File: config.mk
export PLATFORM = sky130hd
export DESIGN_NAME = alu_param_mc
export DESIGN_NICKNAME = d
export VERILOG_FILES = /design/src/rtl/alu_param_mc.sv
export SDC_FILE = /design/constraint.sdc
export NUM_CORES = 1
export LEC_CHECK = 0
export ABC_CLOCK_PERIOD_IN_PS = 14000
export CAP_MARGIN = 30
export CORE_MARGIN = 2
export CORE_UTILIZATION = 45
export DETAILED_ROUTE_END_ITERATION = 16
export GPL_ROUTABILITY_DRIVEN = 0
export PLACE_DENSITY_LB_ADDON = 0.12
export SETUP_SLACK_MARGIN = 0.05
export SLEW_MARGIN = 20
export SYNTH_ARGS = -nofsm -noshare
export SYNTH_HDL_FRONTEND = slang
export SYNTH_SLANG_ARGS = --single-unit
File: constraint.sdc
create_clock -name clk -period 14 [get_ports clk]
set_clock_uncertainty 0.15 [all_clocks]
set_input_delay 3.5 -clock clk [delete_from_list [all_inputs] [get_ports clk]]
set_output_delay 3.5 -clock clk [all_outputs]
set_load 0.01 [all_outputs]
File: src/rtl/alu_param_mc.sv
// alu_param_mc: parameterised ALU with registered results, a WIDTH-cycle
// shift-add unsigned multiplier and a start/busy/done handshake.
module alu_param_mc #(
    parameter int WIDTH = 32
) (
    input  logic             clk,
    input  logic             reset,
    input  logic             start,
    input  logic [WIDTH-1:0] a,
    input  logic [WIDTH-1:0] b,
    input  logic [2:0]       Aluop,
    input  logic             cin,
    output logic             busy,
    output logic             done,
    output logic [WIDTH-1:0] R,
    output logic [WIDTH-1:0] Rhi,
    output logic             cout,
    output logic             S,
    output logic             V
);

    localparam int CW = $clog2(WIDTH);
    localparam logic [CW-1:0] LAST = CW'(WIDTH - 1);

    localparam logic [2:0] OP_ADD  = 3'b000;
    localparam logic [2:0] OP_XOR  = 3'b001;
    localparam logic [2:0] OP_SUB  = 3'b010;
    localparam logic [2:0] OP_MULT = 3'b011;
    localparam logic [2:0] OP_SLT  = 3'b100;
    localparam logic [2:0] OP_NOR  = 3'b101;
    localparam logic [2:0] OP_AND  = 3'b110;
    localparam logic [2:0] OP_OR   = 3'b111;

    typedef enum logic {IDLE, MUL} state_t;

    state_t state, state_nxt;

    logic [2*WIDTH-1:0]      acc;
    logic [2*WIDTH-1:0]      acc_nxt;
    logic [WIDTH-1:0]        mcand;
    logic [WIDTH-1:0]        mplier;
    logic [CW-1:0]           count;
    logic [WIDTH:0]          mul_sum;

    logic signed [WIDTH-1:0] a_s;
    logic signed [WIDTH-1:0] b_s;
    logic [WIDTH:0]          add_sum;
    logic [WIDTH:0]          sub_sum;
    logic [WIDTH-1:0]        res;
    logic                    res_c;
    logic                    res_v;
    logic                    accept;

    // Two's-complement overflow of a + b: operands agree in sign, result does not.
    function automatic logic add_ovf(input logic sa, input logic sb, input logic sr);
        return (sa == sb) && (sr != sa);
    endfunction

    // Two's-complement overflow of a - b: operands differ in sign, result sign leaves a's.
    function automatic logic sub_ovf(input logic sa, input logic sb, input logic sr);
        return (sa != sb) && (sr != sa);
    endfunction

    assign a_s     = a;
    assign b_s     = b;
    assign add_sum = {1'b0, a} + {1'b0, b} + {{WIDTH{1'b0}}, cin};
    assign sub_sum = {1'b0, a} + {1'b0, ~b} + {{WIDTH{1'b0}}, 1'b1};
    assign busy    = (state == MUL);
    assign accept  = (state == IDLE) && start;

    // One multiply step: conditionally add the multiplicand into the upper half, then shift right.
    always_comb begin
        mul_sum = {1'b0, acc[2*WIDTH-1:WIDTH]} + (mplier[0] ? {1'b0, mcand} : '0);
        acc_nxt = (2*WIDTH)'({mul_sum, acc[WIDTH-1:0]} >> 1);
    end

    // Single-cycle result and flags, evaluated from the live operands at the accept edge.
    always_comb begin
        res   = '0;
        res_c = 1'b0;
        res_v = 1'b0;
        case (Aluop)
            OP_ADD: begin
                res   = add_sum[WIDTH-1:0];
                res_c = add_sum[WIDTH];
                res_v = add_ovf(a[WIDTH-1], b[WIDTH-1], add_sum[WIDTH-1]);
            end
            OP_XOR: res = a ^ b;
            OP_SUB: begin
                res   = sub_sum[WIDTH-1:0];
                res_c = sub_sum[WIDTH];
                res_v = sub_ovf(a[WIDTH-1], b[WIDTH-1], sub_sum[WIDTH-1]);
            end
            OP_SLT: res = {{(WIDTH-1){1'b0}}, (a_s < b_s)};
            OP_NOR: res = ~(a | b);
            OP_AND: res = a & b;
            OP_OR:  res = a | b;
            default: res = '0;
        endcase
    end

    // Control state register.
    always_ff @(posedge clk or posedge reset) begin
        if (reset) state <= IDLE;
        else       state <= state_nxt;
    end

    // Next-state: enter MUL on an accepted multiply, leave after the last step.
    always_comb begin
        state_nxt = state;
        case (state)
            IDLE: if (start && (Aluop == OP_MULT)) state_nxt = MUL;
            MUL:  if (count == LAST)               state_nxt = IDLE;
            default: state_nxt = IDLE;
        endcase
    end

    // Datapath: result registers, done pulse and multiplier working registers.
    always_ff @(posedge clk or posedge reset) begin
        if (reset) begin
            acc    <= '0;
            mcand  <= '0;
            mplier <= '0;
            count  <= '0;
            R      <= '0;
            Rhi    <= '0;
            cout   <= 1'b0;
            S      <= 1'b0;
            V      <= 1'b0;
            done   <= 1'b0;
        end else begin
            done <= 1'b0;
            if (accept) begin
                if (Aluop == OP_MULT) begin
                    acc    <= '0;
                    mcand  <= a;
                    mplier <= b;
                    count  <= '0;
                end else begin
                    R    <= res;
                    Rhi  <= '0;
                    cout <= res_c;
                    S    <= res[WIDTH-1];
                    V    <= res_v;
                    done <= 1'b1;
                end
            end else if (state == MUL) begin
                acc    <= acc_nxt;
                mplier <= mplier >> 1;
                count  <= count + 1'b1;
                if (count == LAST) begin
                    R    <= acc_nxt[WIDTH-1:0];
                    Rhi  <= acc_nxt[2*WIDTH-1:WIDTH];
                    cout <= |acc_nxt[2*WIDTH-1:WIDTH];
                    S    <= acc_nxt[WIDTH-1];
                    V    <= 1'b0;
                    done <= 1'b1;
                end
            end
        end
    end

endmodule

# Word level (Yosys, flattened, before mapping)
# Cells that the tools add are included.
dict set report classes {
  addsub 6
  n_lt_le_gt_ge 1
  n_eq_ne 14
  mux 40
  n_bitwise 6
  n_reduce_logical 11
}
# operator n
set op_table {}
lappend op_table {{32-bit two-way mux} 12}
lappend op_table {{32-bit one-hot mux with 7 select lines} 1}
lappend op_table {{64-bit two-way mux} 3}
lappend op_table {{32-bit by 32-bit adder with 33-bit output} 3}
lappend op_table {{32-bit inverter} 2}
lappend op_table {{33-bit by 1-bit adder with 33-bit output} 1}
lappend op_table {{33-bit by 1-bit adder with 33-bit output, second input constant} 1}
lappend op_table {{32-bit AND} 1}
lappend op_table {{32-bit < comparator} 1}
lappend op_table {{32-bit bitwise OR} 1}
lappend op_table {{32-bit OR reduction} 1}
lappend op_table {{32-bit bitwise XOR} 1}
lappend op_table {{1-bit two-way mux} 18}
lappend op_table {{5-bit two-way mux} 3}
lappend op_table {{3-bit equality test, second input constant} 4}
lappend op_table {{3-bit by 2-bit equality test with 1-bit output, second input constant} 2}
lappend op_table {{1-bit one-hot mux with 2 select lines} 3}
lappend op_table {{5-bit by 1-bit adder with 5-bit output, second input constant} 1}
lappend op_table {{5-bit equality test, second input constant} 1}
lappend op_table {{1-bit logical AND} 4}
lappend op_table {{2-bit AND reduction} 2}
lappend op_table {{2-bit nonzero test} 2}
lappend op_table {{3-bit by 1-bit equality test with 1-bit output, second input constant} 1}
lappend op_table {{3-bit zero test} 1}
lappend op_table {{6 further kinds} 8}
dict set report word_totals {
  register_bits 202
  input_bits 71
  out_inout_bits 69
  word_cells 89
}

# Longest topological paths before layout
# Gate-level depths: netlist of run 1.
dict set report logic_depth {
  ltp_word 8
  ltp_mapped 15
  depth_no_buf 14
}

# Worst setup path before layout of run 1
# Ideal clock, no wire load.
dict set report synth_timing {
  path_kind {input-to-reg}
  from {input port a[0]}
  to {register R[30]}
  setup_ps 136
  arrival_ps 6315
  required_ps 13714
  path_slack_ps 7399
  path_stages 14
  n_path_buf 0
  cell_sequence {inv_1 -> ha_1 -> fa_1 -> nor2_1 -> o221ai_1 -> a2111oi_1 -> o2bb2ai_2 -> a22oi_2 -> a221o_1 -> a21oi_1 -> o41a_1 -> a211o_1 -> o21ai_0 -> a32oi_1}
}
dict set report synth_via {
  elab_chain_cells 5
  word_cells_on_any_way 7
  cone_classes {add/sub: 4; mux: 3}
}
# item line
set synth_lines {}
lappend synth_lines {{start: declaration} 9} ;# input logic [WIDTH-1:0] a,
lappend synth_lines {{32-bit by 32-bit adder with 33-bit output, on equally long branches} {67, 66}}
lappend synth_lines {{33-bit by 1-bit adder with 33-bit output, on equally long branches} {67, 66}}
lappend synth_lines {{32-bit one-hot mux with 7 select lines *} 82} ;# case (Aluop)
lappend synth_lines {{32-bit two-way mux *} 134} ;# if (Aluop == OP_MULT) begin
lappend synth_lines {{32-bit two-way mux *} 133} ;# if (accept) begin
lappend synth_lines {{end signal: assignment} 140} ;# R <= res;
lappend synth_lines {{end signal: assignment} 152} ;# R <= acc_nxt[WIDTH-1:0];
lappend synth_lines {{end: declaration} 15} ;# output logic [WIDTH-1:0] R,
# Every way passes the cells marked *; elsewhere a longest branch is shown, timed or not. The select of a mux whose other input is x is not followed.
# A chain may end at the register's enable or synchronous reset.

# Worst setup path after layout of run 1
dict set report layout_timing {
  from {input port b[1]}
  to {register R[31]}
}
dict set report layout_via {
  elab_chain_cells 6
  word_cells_on_any_way 8
  cone_classes {add/sub: 4; mux: 3; bitwise: 1}
}
# item line
set layout_lines {}
lappend layout_lines {{start: declaration} 10} ;# input logic [WIDTH-1:0] b,
lappend layout_lines {{32-bit inverter} 67} ;# assign sub_sum = {1'b0, a} + {1'b0, ~b} + {{WIDTH{1'b0}}, 1'b1};
lappend layout_lines {{32-bit by 32-bit adder with 33-bit output} 67}
lappend layout_lines {{33-bit by 1-bit adder with 33-bit output} 67}
lappend layout_lines {{32-bit one-hot mux with 7 select lines *} 82}
lappend layout_lines {{32-bit two-way mux *} 134}
lappend layout_lines {{32-bit two-way mux *} 133}
# Marked as above.

==> results of run 1 <==
[report_power, final]
group / total (W) / internal, W / switching [W]
clock: 0.000521 / 0.000258 / 0.000263
combinational: 0.00132 / 0.000539 / 0.000776
sequential: 0.000999 / 0.000806 / 0.000193
total: 0.00283 / 0.00160 / 0.00123
[metrics by stage]
stage / setup WS, ps / cells / utilization / power [W]
after floorplan: 4896 / 1944 / - / 0.001835
after global placement: 6228 / 2431 / 0.5028 / 0.002276
after detailed placement: 6225 / 2433 / 0.5042 / 0.002309
after CTS: 6713 / 2465 / 0.5219 / 0.002837
after global routing: 6480 / 2466 / 0.5223 / 0.003044
final: 6675 / 2466 / 0.5223 / 0.002835
[worst max path at each step]
stage	startpoint	end
2_1_floorplan	reset	R[0]
3_3_place_gp	a[0]	R[30]
3_5_place_dp	a[0]	R[30]
4_1_cts	a[0]	R[30]
5_1_grt	b[1]	R[31]
6_report	b[1]	R[31]
[flip-flops by register name, indices dropped and copies added (netlist names)]
register / cells
R: 32
Rhi: 32
V: 1
acc: 63
busy: 1
count: 5
cout: 1
done: 1
mcand: 32
mplier: 32
[worst register-to-register path: stages (launching register included)]
cell and delay (ps):
sky130_fd_sc_hd__dfrtp_1 660, sky130_fd_sc_hd__and2_1 280, sky130_fd_sc_hd__ha_1 240, sky130_fd_sc_hd__fa_1 430, sky130_fd_sc_hd__a21o_1 200, sky130_fd_sc_hd__a221oi_1 620
sky130_fd_sc_hd__a211oi_1 270, sky130_fd_sc_hd__a21oi_1 380, sky130_fd_sc_hd__xnor2_1 180, sky130_fd_sc_hd__or4_1 410, sky130_fd_sc_hd__nor4_1 320, sky130_fd_sc_hd__and4b_1 270
sky130_fd_sc_hd__nand2_1 80, sky130_fd_sc_hd__nor4_2 260, sky130_fd_sc_hd__o211ai_1 150
[cell families (layout without fill, tap and decap cells)]
logic type | count (synthesis) | count (layout) | share of synthesized area
muxes | 37 | 37 | 0.02377
DFF | 200 | 200 | 0.3212
adders and majority gates | 151 | 151 | 0.1232
xor gates and xnor gates | 49 | 49 | 0.02754
buffers and inverters | 240 | 307 | 0.05870
AOI/OAI and AO/OA | 610 | 610 | 0.2523
and+or+nand+nor | 657 | 657 | 0.1934
[cell type report]
class,instances,share of cell area
well taps,455,0.03179
multi-input cells,1504,0.5421
repair buffers,160,0.08783
flip-flops and latches,200,0.2797
clock buffers,17,0.02376
inverters,115,0.02452
clock inverters,15,0.01027
[Yosys cell counts (all sizes together), types with 19 or more instances]
| cell type | number | area share |
|---|---|---|
| buf | 26 | 0.0071 |
| a211oi | 20 | 0.0096 |
| and2 | 39 | 0.016 |
| a21o | 23 | 0.011 |
| o21ai | 208 | 0.068 |
| mux2i | 37 | 0.024 |
| nor2 | 123 | 0.030 |
| a22oi | 22 | 0.011 |
| nand2 | 292 | 0.070 |
| nor2b | 19 | 0.0076 |
| clkbuf | 99 | 0.024 |
| dfrtp | 200 | 0.32 |
| a21oi | 133 | 0.043 |
| a221o | 19 | 0.012 |
| o211ai | 23 | 0.011 |
| nor3 | 41 | 0.013 |
| ha | 147 | 0.12 |
| nand3 | 54 | 0.017 |
| inv | 112 | 0.027 |
| a22o | 26 | 0.015 |
| xnor2 | 34 | 0.019 |
[metal layers]
metal / wire [µm] / vias to the layer above / track usage
met1: 22510 / 6959 / 0.3790
li1: - / 7039 / -
met3: 3279 / 73 / 0.04667
met5: 0 / - / 0
met4: 1363 / 0 / 0.09094
met2: 21320 / 528 / 0.4224
==> impl_metrics.sql, run 1 <==
INSERT INTO impl_metrics (metric_group, metric, value, unit) VALUES
('run_status', 'status', 'completed', ''),
('timing', 'setup-tns-final', '0', 'ps'),
('hold_path', 'min_to', 'mcand[30]', ''),
('die', 'floorplan.core_area', '34290', 'µm²'),
('die', 'die_boundary_width', '190.1', 'µm'),
('worst_setup_path', 'regToRegSetupSlack', '8980', 'ps'),
('layout', 'sequential_cell_area', '5009', 'µm²'),
('route', 'drt.antenna.violating_nets', '0', ''),
('die', 'ios', '140', ''),
('layout', 'drive_above_1_share', '0.04078', ''),
('route', 'num_vias', '14600', ''),
('power', 'peakVddDrop', '0.1091', 'mV'),
('logic_synthesis', 'synthesis.instances', '1944', ''),
('cts', 'cts-root-buf', 'sky130_fd_sc_hd__clkbuf_16', ''),
('worst_setup_path', 'worstPathBufferInverterCount', '2', ''),
('flow_run', 'max-cap-violations', '0', ''),
('worst_setup_path', 'critical_path.max_stage_delay', '630', 'ps'),
('placement', 'buffer_ports.inserted', '139', ''),
('route', 'avgRoutedWirePerCell', '19.66', 'µm'),
('die', 'rows', '68', ''),
('logic_synthesis', 'synthesis.yosys.warnings', '0', ''),
('die', 'initial_utilization', '0.4545', ''),
('worst_setup_path', 'library_cell_appearing_most_often_on_the_critical_path', 'sky130_fd_sc_hd__o31ai_1', ''),
('timing', 'holdWs', '328.9', 'ps'),
('timing', 'max_clock_freq', '0.1365', 'GHz'),
('layout', 'layout.cell_area.non_filler', '17910', 'µm²'),
('worst_setup_path', 'start_kind', 'input port', ''),
('worst_setup_path', 'critical_path_required', '14190', 'ps'),
('layout', 'mostFrequentLayoutCell', 'sky130_fd_sc_hd__nand2_1', ''),
('logic_synthesis', 'yosysSeqAreaShare', '0.3212', ''),
('worst_setup_path', 'cp.arrival', '7520', 'ps'),
('grt', 'globalRouteTotalUtil', '0.2704', ''),
('cts', 'tritoncts.num_buffers', '17', ''),
('grt', 'overflow', '0', ''),
('die', 'die_area', '36130', 'µm²'),
('hold_path', 'hold-path-cell-count', '2', ''),
('route', 'post_detailed_route_drc_marker_count', '0', ''),
('cts', 'cts_hold_buffers', '0', ''),
('timing', 'grt_setup_unrepaired', 'false', ''),
('timing', 'final.period_utilization', '0.5232', ''),
('timing', 'setup_violation_total_in_the_final_timing_report', '0', ''),
('cts', 'htree_levels', '4', ''),
('die', 'dieHeight', '190.1', 'µm'),
('worst_setup_path', 'crit_path_top_delay_cell', 'sky130_fd_sc_hd__clkdlybuf4s50_1', ''),
('worst_setup_path', 'worstReg2RegStart', 'mplier[0]', ''),
('logic_synthesis', 'syn_area_per_cell', '8.016', 'µm²'),
('power', 'power.density_cell_area', '158.3', 'nW/µm²'),
('timing', 'timing.max_slew.rel_slack', '0.3489', ''),
('timing', 'min_period', '7325', 'ps'),
('logic_synthesis', 'ys_async_rst_share', '1.000', ''),
('grt', 'number_of_antenna_violations_at_the_first_check_in_global_routing', '3', ''),
('route', 'drt_wl_total', '48470', 'µm'),
('grt', 'grt_pass1_vias', '13800', ''),
('logic_synthesis', 'syn-num-nets', '2166', ''),
('power', 'leakage', '8.034', 'nW'),
('placement', 'hpwl', '35370', 'µm'),
('layout', 'n_fill_cell', '3337', ''),
('layout', 'final_cell_mix', 'sky130_fd_sc_hd__nand2_1 (292), sky130_fd_sc_hd__o21ai_0 (201), sky130_fd_sc_hd__dfrtp_1 (199)', ''),
('cts', 'total_clock_sinks', '200', ''),
('worst_setup_path', 'worstSetupPathType', 'in -> reg', ''),
('cts', 'post_cts_resize_count', '0', ''),
('worst_setup_path', 'crit_path_cell_trace', 'clkdlybuf4s50_1 > inv_1 > ha_1 > nor2_1 > o221ai_1 > a311oi_1 > a211oi_1 > o31ai_1 > nor4_1 > o21ai_0 > nand2_1 > a32o_1 > nor3_1 > o31ai_1', ''),
('layout', 'nNetsFinal', '2220', ''),
('cts', 'cts.clk_slew.worst_paths', '80', 'ps'),
('cts', 'cts_max_path_buffers', '2', ''),
('logic_synthesis', 'postSynthRegisterBits', '200', ''),
('cts', 'cts_setup_buffers', '0', ''),
('layout', 'multi_input_comb_area', '9708', 'µm²'),
('route', 'vias_per_cell', '5.920', ''),
('worst_setup_path', 'rr_endpoint', 'cout', ''),
('worst_setup_path', 'r2r_cells', '14', '');
Note: power is estimated with default switching activity, not from simulation.
==> inputs of run 2 (changes only) <==
Settings changed: ABC_CLOCK_PERIOD_IN_PS 14000 to 5980.
Clock period 14 ns to 5.98 ns, I/O delays scaled along.
==> run 2 against run 1 <==
Compared with the run above: sequential share of layout area is essentially flat; clock-buffer cell count grew 1; non-clock buffer count rose by 5; sequential cell count unchanged; power up 130%; combinational power increased by 130%; via count grew 0.89%; clock power grew 130%.
==> impl_metrics.sql, run 2 (synthesized netlist as in run 1, its figures left out) <==
INSERT INTO impl_metrics (metric_group, metric, value, unit) VALUES
('die', 'die_boundary_width', '190.1', 'µm'),
('route', 'avgRoutedWirePerCell', '19.79', 'µm'),
('hold_path', 'hp-class', 'reg -> reg', ''),
('route', 'drt-pass1-iter-count', '7', ''),
('worst_setup_path', 'worstSetupPathType', 'in -> reg', ''),
('worst_setup_path', 'cp.arrival', '5430', 'ps'),
('route', 'drtIter0Drc', '1468', ''),
('cts', 'cts_setup_buffers', '0', ''),
('cts', 'htree_levels', '4', ''),
('die', 'floorplan.core_area', '34290', 'µm²'),
('route', 'vias_per_cell', '5.958', ''),
('grt', 'grt_pass1_vias', '13950', ''),
('grt', 'overflow', '0', ''),
('timing', 'timing.max_slew.rel_slack', '0.3487', ''),
('layout', 'area_growth_syn_to_layout', '15.10', '%'),
('layout', 'regMostFlops', 'acc', ''),
('layout', 'drive_above_1_share', '0.04315', ''),
('placement', 'buffer_ports.inserted', '139', ''),
('route', 'num_vias', '14730', ''),
('die', 'initial_utilization', '0.4545', ''),
('cts', 'clock_insertion_delay_worst_skew', '460', 'ps'),
('die', 'die_area', '36130', 'µm²'),
('worst_setup_path', 'critical_path.max_fanout', '5', ''),
('cts', 'cts.clk_slew.worst_paths', '80', 'ps'),
('die', 'dieHeight', '190.1', 'µm'),
('timing', 'setup_ws', '729.0', 'ps'),
('layout', 'final_cell_mix', 'sky130_fd_sc_hd__nand2_1 (292), sky130_fd_sc_hd__o21ai_0 (201), sky130_fd_sc_hd__dfrtp_1 (199)', ''),
('layout', 'nNetsFinal', '2225', ''),
('cts', 'cts_max_path_buffers', '2', ''),
('timing', 'final.period_utilization', '0.8781', ''),
('placement', 'hpwl', '35920', 'µm'),
('power', 'leakage', '8.046', 'nW'),
('timing', 'min_period', '5251', 'ps'),
('grt', 'grt_first_pass_wirelength', '77960', 'µm'),
('timing', 'max_clock_freq', '0.1904', 'GHz'),
('cts', 'cts-root-buf', 'sky130_fd_sc_hd__clkbuf_16', ''),
('timing', 'setup_violation_total_in_the_final_timing_report', '0', ''),
('run_status', 'status', 'completed', ''),
('cts', 'tritoncts_clock_tree', 'yes', ''),
('route', 'drt_wl_total', '48910', 'µm'),
('route', 'drt.antenna.violating_nets', '0', ''),
('grt', 'pin_count_of_the_biggest_net_entering_global_routing', '168', ''),
('cts', 'total_clock_sinks', '200', ''),
('die', 'rows', '68', ''),
('timing', 'setup-tns-final', '0', 'ps'),
('cts', 'cts_hold_buffers', '0', ''),
('cts', 'tritoncts.num_buffers', '17', ''),
('worst_setup_path', 'critical_path_required', '6160', 'ps'),
('grt', 'number_of_antenna_violations_at_the_first_check_in_global_routing', '1', ''),
('cts', 'post_cts_resize_count', '0', ''),
('worst_setup_path', 'setup.worst_path.end_class', 'register', ''),
('grt', 'globalRouteTotalUtil', '0.2743', ''),
('route', 'post_detailed_route_drc_marker_count', '0', ''),
('timing', 'worst-slew-pin-transition', '976.9', 'ps'),
('layout', 'mostFrequentLayoutCell', 'sky130_fd_sc_hd__nand2_1', ''),
('die', 'ios', '140', ''),
('placement', 'detailedPlace.worstSlack', '368.7', 'ps'),
('power', 'peakVddDrop', '0.3129', 'mV'),
('power', 'power.density_cell_area', '368.7', 'nW/µm²'),
('timing', 'number_of_failing_hold_endpoints_at_the_final_stage', '0', ''),
('timing', 'maxSlewViolCount', '0', ''),
('worst_setup_path', 'start_kind', 'input port', ''),
('layout', 'largest_register_ff_count', '63', ''),
('flow_run', 'max-cap-violations', '0', ''),
('timing', 'grt_setup_unrepaired', 'false', '');
run 2: critical path, cell delays in order:
cell and delay [ps]:
sky130_fd_sc_hd__clkdlybuf4s50_1 510, sky130_fd_sc_hd__fa_1 480, sky130_fd_sc_hd__fa_1 440, sky130_fd_sc_hd__a211oi_1 390, sky130_fd_sc_hd__o21ai_1 140, sky130_fd_sc_hd__or3b_4 290, sky130_fd_sc_hd__o31ai_4 90, sky130_fd_sc_hd__or4b_1 210
sky130_fd_sc_hd__o21ai_2 80, sky130_fd_sc_hd__a311oi_1 510, sky130_fd_sc_hd__nor4b_1 130, sky130_fd_sc_hd__a2111oi_0 410, sky130_fd_sc_hd__nand4b_1 170, sky130_fd_sc_hd__o211ai_1 90
run 2: per-layer routing:
metal,share of wire,vias up,track usage
met4,0.028,0,0.09153
met1,0.46,6964,0.3922
met5,0,-,0
met2,0.44,630,0.4264
met3,0.069,90,0.03837
li1,-,7045,-
run 2: where the power goes:
group          switching (W)  total, W  internal, W
combinational        0.00180   0.00307      0.00127
sequential          0.000474   0.00236      0.00189
clock               0.000586   0.00118     0.000597
run 2: worst paths after layout:
check,startpoint,endpoint,slack (ps),cells after the start
min in group asynchronous,reset,mplier[8],1380,3
worst min-delay path,mcand[20],mcand[20],330,2
worst max-delay path,b[0],cout,730,14
max in group asynchronous,reset,busy,3430,3
worst min register to register,mcand[20],mcand[20],330,2
worst max register to register,mplier[0],cout,910,14
run 2: layout make-up:
type / count / area (µm²)
Antenna cell: 1 / 2.502
Clock buffer: 18 / 439.2
Clock inverter: 14 / 136.4
Fill cell: 3292 / 16350
Inverter: 115 / 435.4
Multi-Input combinational cell: 1504 / 9708
Sequential cell: 200 / 5009
Tap cell: 455 / 569.3
Timing Repair Buffer: 165 / 1637
run 2: through the flow:
stage / instance area (µm²) / hold WS [ps] / cells / utilization / total power [W]
final: 17940 / 325.6 / 2472 / 0.5231 / 0.006614
after global routing: 17930 / 354.4 / 2471 / 0.5230 / 0.007145
after CTS: 17930 / 333.5 / 2471 / 0.5230 / 0.006621
after detailed placement: 17360 / 315.2 / 2439 / 0.5062 / 0.005426
after global placement: 17360 / 305.0 / 2439 / 0.5062 / 0.005362
after floorplan: 15590 / 292.4 / 1944 / - / 0.004296
